===== src/rtl/button_events_pkg.sv =====
// button_events_pkg: per-lane state encoding shared by the button event lanes and the top.
// Rev 1.0
`default_nettype none

package button_events_pkg;

  typedef enum logic [1:0] {
    WAIT_REL = 2'd0,
    IDLE     = 2'd1,
    PRESSED  = 2'd2,
    REPEAT   = 2'd3
  } lane_state_t;

  function automatic logic is_holding(input lane_state_t s);
    return (s == PRESSED) || (s == REPEAT);
  endfunction

endpackage

`default_nettype wire


===== src/rtl/button_event_lane.sv =====
// button_event_lane: one button's press/release/long/repeat event FSM with registered pulses.
// Rev 1.0
`default_nettype none

module button_event_lane
  import button_events_pkg::*;
#(
  parameter int LONG_CYC   = 50_000_000,
  parameter int REPEAT_CYC = 10_000_000,
  parameter int WIDTH      = 32
) (
  input  logic clk,
  input  logic rst,
  input  logic in,
  output logic press,
  output logic rel,       // the release pulse; "release" is a reserved word
  output logic long,
  output logic rpt,
  output logic held,
  output logic evt_next   // next-cycle value of press|rel|long|rpt, for the top's evt register
);

  localparam logic [WIDTH-1:0] LONG_LAST   = WIDTH'(LONG_CYC - 1);
  localparam logic [WIDTH-1:0] REPEAT_LAST = WIDTH'(REPEAT_CYC - 1);

  lane_state_t      state, state_n;
  logic [WIDTH-1:0] cnt, cnt_n;
  logic             press_n, rel_n, long_n, rpt_n, held_n;

  always_comb begin
    state_n = state;
    cnt_n   = cnt;
    press_n = 1'b0;
    rel_n   = 1'b0;
    long_n  = 1'b0;
    rpt_n   = 1'b0;
    case (state)
      WAIT_REL: begin
        if (!in) state_n = IDLE;
      end
      IDLE: begin
        if (in) begin
          state_n = PRESSED;
          cnt_n   = '0;
          press_n = 1'b1;
        end
      end
      PRESSED: begin
        // Release takes priority over a coincident terminal count.
        if (!in) begin
          state_n = IDLE;
          cnt_n   = '0;
          rel_n   = 1'b1;
        end else if (cnt == LONG_LAST) begin
          state_n = REPEAT;
          cnt_n   = '0;
          long_n  = 1'b1;
        end else begin
          cnt_n = cnt + 1'b1;
        end
      end
      REPEAT: begin
        if (!in) begin
          state_n = IDLE;
          cnt_n   = '0;
          rel_n   = 1'b1;
        end else if (cnt == REPEAT_LAST) begin
          cnt_n = '0;
          rpt_n = 1'b1;
        end else begin
          cnt_n = cnt + 1'b1;
        end
      end
      default: begin
        state_n = WAIT_REL;
        cnt_n   = '0;
      end
    endcase
    held_n   = is_holding(state_n);
    evt_next = press_n | rel_n | long_n | rpt_n;
  end

  always_ff @(posedge clk) begin
    if (rst) begin
      state <= WAIT_REL;
      cnt   <= '0;
      press <= 1'b0;
      rel   <= 1'b0;
      long  <= 1'b0;
      rpt   <= 1'b0;
      held  <= 1'b0;
    end else begin
      state <= state_n;
      cnt   <= cnt_n;
      press <= press_n;
      rel   <= rel_n;
      long  <= long_n;
      rpt   <= rpt_n;
      held  <= held_n;
    end
  end

endmodule

`default_nettype wire


===== src/rtl/button_events.sv =====
// button_events: NR independent button event lanes plus a registered any-event flag.
// Rev 1.0
`default_nettype none

module button_events
  import button_events_pkg::*;
#(
  parameter int NR         = 16,
  parameter int LONG_CYC   = 50_000_000,
  parameter int REPEAT_CYC = 10_000_000,
  parameter int WIDTH      = 32
) (
  input  logic          clk,
  input  logic          rst,
  input  logic [NR-1:0] in,
  output logic [NR-1:0] press,
  output logic [NR-1:0] rel,
  output logic [NR-1:0] long,
  output logic [NR-1:0] rpt,
  output logic [NR-1:0] held,
  output logic          evt
);

  logic [NR-1:0] lane_evt;

  generate
    for (genvar i = 0; i < NR; i++) begin : g_lane
      button_event_lane #(
        .LONG_CYC  (LONG_CYC),
        .REPEAT_CYC(REPEAT_CYC),
        .WIDTH     (WIDTH)
      ) u_lane (
        .clk     (clk),
        .rst     (rst),
        .in      (in[i]),
        .press   (press[i]),
        .rel     (rel[i]),
        .long    (long[i]),
        .rpt     (rpt[i]),
        .held    (held[i]),
        .evt_next(lane_evt[i])
      );
    end
  endgenerate

  // Built from the lanes' next values so evt lines up with the registered pulses.
  always_ff @(posedge clk) begin
    if (rst) evt <= 1'b0;
    else     evt <= |lane_evt;
  end

endmodule

`default_nettype wire


===== config.mk =====
export PLATFORM = sky130hd
export DESIGN_NAME = button_events
export DESIGN_NICKNAME = d
export VERILOG_FILES = /design/src/rtl/button_events_pkg.sv /design/src/rtl/button_event_lane.sv /design/src/rtl/button_events.sv
export SDC_FILE = /design/constraint.sdc
export NUM_CORES = 2
export LEC_CHECK = 0
export CORE_ASPECT_RATIO = 1.1
export CORE_MARGIN = 2
export CORE_UTILIZATION = 30
export CTS_CLUSTER_DIAMETER = 40
export CTS_CLUSTER_SIZE = 24
export DETAILED_ROUTE_END_ITERATION = 6
export GPL_TIMING_DRIVEN = 0
export PLACE_DENSITY = 0.52
export SLEW_MARGIN = 10
export SYNTH_ARGS = -nofsm -noshare
export SYNTH_HDL_FRONTEND = slang
export SYNTH_SLANG_ARGS = --single-unit

===== constraint.sdc =====
create_clock -name clk -period 2.36 [get_ports clk]
set_input_delay 0.708 -clock clk [delete_from_list [all_inputs] [get_ports clk]]
set_output_delay 0.708 -clock clk [all_outputs]
set_load 0.02 [all_outputs]

==> results by group <==
Critical path
  – CP max stage delay: roughly 0.45 ns
  – Setup CP Type: reg -> reg
  – Top Family by Delay on Critical Path: simple AND/OR/NAND/NOR gates
  – Critical Path RT: 2.95 ns
  – CP Cell Sequence: ha_4 > or4b_1 > or4_4 > a2111oi_4 > buf_6 > a41oi_2 > and4_4 > a41oi_1
  – CP arrival: between 3 and 4 ns
  – Worst setup EP type: register
  – Worst Setup Start Kind: register
  – Worst-path fanout max: 5
  – CP Buf/Inv Count: 1
  – Slowest CP cell: or4_4

CTS
  – Hold-fix buffers at CTS: 0
  – Total CTS buffers: approximately 120
  – H-tree Lvls: 3
  – CTS Buffer Depth: 3
  – CTS clock-pin slew for the worst setup and hold paths: ~0.060 ns
  – Root Driver: clkbuf_16
  – TritonCTS clock tree: done
  – Clk sink count: 625
  – Clock Latency Late Sink: 0.69 ns

Power
  – Worst vdd ir: 0.637 mV
  – Clock power share: between 50% and 60%
  – P_sw: 8.04 mW
  – Int Power: around 23 mW
  – Comb power frac: ~8.3%
  – Sequential fraction of design power: about 35%
  – Switching power share of the total: 26.3%
  – Leak: 14.1 nW
  – Pwr dens: approximately 760 nW/um^2
  – Total power: approximately 31 mW

Placement
  – Place WS: -1.84 ns
  – Placer Congestion: 0.816
  – IO buf count: 91
  – Dpl hpwl: 61.9 mm

Die
  – Core box area: slightly above 100000 um^2
  – Core Rows: ~120
  – DIE HEIGHT: 341 um
  – IO Count: approximately 100
  – Die W: around 310 um
  – Initial Util: between 30% and 40%
  – Full die area: approximately 110000 um^2

Synth
  – Yosys reg bits: approximately 630
  – Sequential fraction of the synthesis area: 40.3%
  – EDFF count, synth: 0
  – Post-Syn Nets: ~3800
  – Syn Inst Count: ~3700
  – Mean post-synth cell area: 8.33 um^2
  – Ys async rst share: 0%
  – Synthesized cell area: approximately 31000 um^2
  – Ys Warns: 0
  – Netlist cell types: 81
  – Synth Flop Type: dfxtp_1

Final layout
  – Fraction of layout cells with a size suffix above 1: a little under a fifth
  – Area growth from synthesis to layout: 29.7%
  – Multi-input gate area: between 15000 and 20000 um^2
  – Register area: approximately 13000 um^2
  – Core Util, Final: about 39%
  – Fill count: 10300
  – Nets: about 4100
  – Most common cell after layout, fill and taps aside: dfxtp_1
  – Most frequent cells in the layout: 590 x dfxtp_1, 565 x nor2_1, 310 x nand2_1

STA
  – Final worst slack: -0.184 ns
  – Max Freq: between 0.3 and 0.4 GHz
  – Finish-stage setup viols: 41
  – TNS Setup: -2.80 ns
  – Final period util: 108%
  – Hold slack: about 0.38 ns
  – Slew HR: 41.5%
  – Clock skew: between 0.02 and 0.03 ns
  – Slew at the pin closest to its max-slew limit: 0.869 ns
  – Pins Over Slew Limit: 0
  – Final critical-path required period: between 2 and 3 ns
  – RSZ-0062 raised after global routing: yes
  – Final Hold Fails: 0

Worst hold path
  – HP Class: in -> reg

Routing
  – DR vias: between 20000 and 30000
  – First-pass detailed-route iteration total: 5
  – DR DRC count: 0
  – Routed WL: 87.8 mm
  – Detail Route Antenna Nets: 0
  – Post-DR wirelength/cell: ~16 um
  – Vias per cell: about 5
  – First DRT Iteration DRCs: around 1400

Status
  – Failing checks: setup timing
  – Run status: finished with violations

Global routing
  – First-pass GRT wire length: around 140 mm
  – Largest net degree at the start of global routing: 16
  – Initial antenna violation count: 4
  – Gr usage total: around 16%
  – Vias in the first global route: 25800
  – GRT overflow: 0

Flow run
  – Number of max-cap violations: 0
[synth_stat cells (all sizes together), types with 21 or more instances]
cell type	count	area share, %
dfxtp	625	40
nor2	582	7.1
nand2	312	3.8
xnor2	255	7.2
nor3	236	3.8
xor2	202	5.7
nand3	186	3.0
nand4	170	3.4
buf	115	2.6
inv	112	1.4
nor4	109	2.4
a21oi	101	1.6
clkbuf	83	1.0
ha	80	3.2
and3	75	1.5
and4	43	1.2
o21ai	32	0.52
or4	30	0.75
nor2b	29	0.58
nor4b	28	0.83
o21bai	25	0.68
nor3b	22	0.53
or2	22	0.44
and2	21	0.42
[per-layer routing]
layer / routed length [um] / GRT usage [%]
met5: 28 / 0
met4: 2750 / 6.37
met3: 3510 / 2.74
met2: 40100 / 26.3
met1: 41500 / 21.0
[metrics by stage]
| step | cells | instance area (um^2) |
|---|---|---|
| global placement | 5188 | 33700 |
| CTS | 5459 | 39100 |
| global route | 5511 | 40200 |
| finish | 5512 | 40200 |
| floorplan | 3722 | 31100 |
| detailed placement | 5190 | 33700 |
[power groups by stage]
| stage | clock [mW] | sequential, mW | combinational (mW) |
|---|---|---|---|
| after floorplan | 0 | 11.0 | 1.47 |
| after global placement | 0 | 11.0 | 2.18 |
| after detailed placement | 0 | 11.0 | 2.18 |
| after CTS | 17.7 | 10.8 | 2.40 |
| after global routing | 18.2 | 10.8 | 2.79 |
| final | 17.2 | 10.8 | 2.55 |
[worst reg2reg max path: cells and delay by family, from the launching register on]
kind / cells / cell delay [ns]
simple gates: 3 / 1.17
compound gates: 3 / 0.57
flops: 1 / 0.38
buf+inv: 1 / 0.18
fa+ha+maj: 1 / 0.16
[state kept, by name, summed over array words and instances (netlist names)]
| name | cells |
|---|---|
| g_lane.u_lane.cnt | 512 |
| g_lane.u_lane.long | 16 |
| g_lane.u_lane.rpt | 16 |
| g_lane.u_lane.held | 16 |
| g_lane.u_lane.state | 32 |
| g_lane.u_lane.rel | 16 |
| g_lane.u_lane.press | 16 |
| evt | 1 |
[timing repair]
item | 4_1_cts | 5_1_grt
resized for setup | 325 | 184
cloned | 5 | 4
endpoints found under the setup margin | 677 | 469
pin swaps | 67 | 59
setup buffers | 46 | 51
[final timing paths]
| path | startpoint | to | slack [ns] | depth (start not counted) |
|---|---|---|---|---|
| worst max-delay path | g_lane[15].u_lane.state[1] | evt | -0.18 | 8 |
| worst min register to register | g_lane[7].u_lane.cnt[1] | g_lane[7].u_lane.cnt[1] | 0.47 | 2 |
| worst min-delay path | in[14] | g_lane[14].u_lane.press | 0.38 | 3 |
| worst max register to register | g_lane[15].u_lane.state[1] | evt | -0.18 | 8 |
[cells by family after synthesis]
kind of cell	synth area share (%)
AND/OR/NAND/NOR	32.6
flip-flops	40.3
XOR/XNOR	12.9
buffers and inverters	4.98
AO/OA/AOI/OAI	5.92
adder cells (fa/ha/maj)	3.23
multiplexers	0.0363
[area by class of cell]
cell class / count / share of cell area, %
Clock buffer: 129 / 7.61
Clock inverter: 92 / 2.57
Sequential cell: 625 / 31.2
Antenna cell: 2 / 0.0124
Buffer: 191 / 3.20
Timing Repair Buffer: 199 / 4.24
Tap cell: 1375 / 4.27
Multi-Input combinational cell: 2787 / 45.8
Inverter: 112 / 1.04
(Power assumes the default switching activity.)
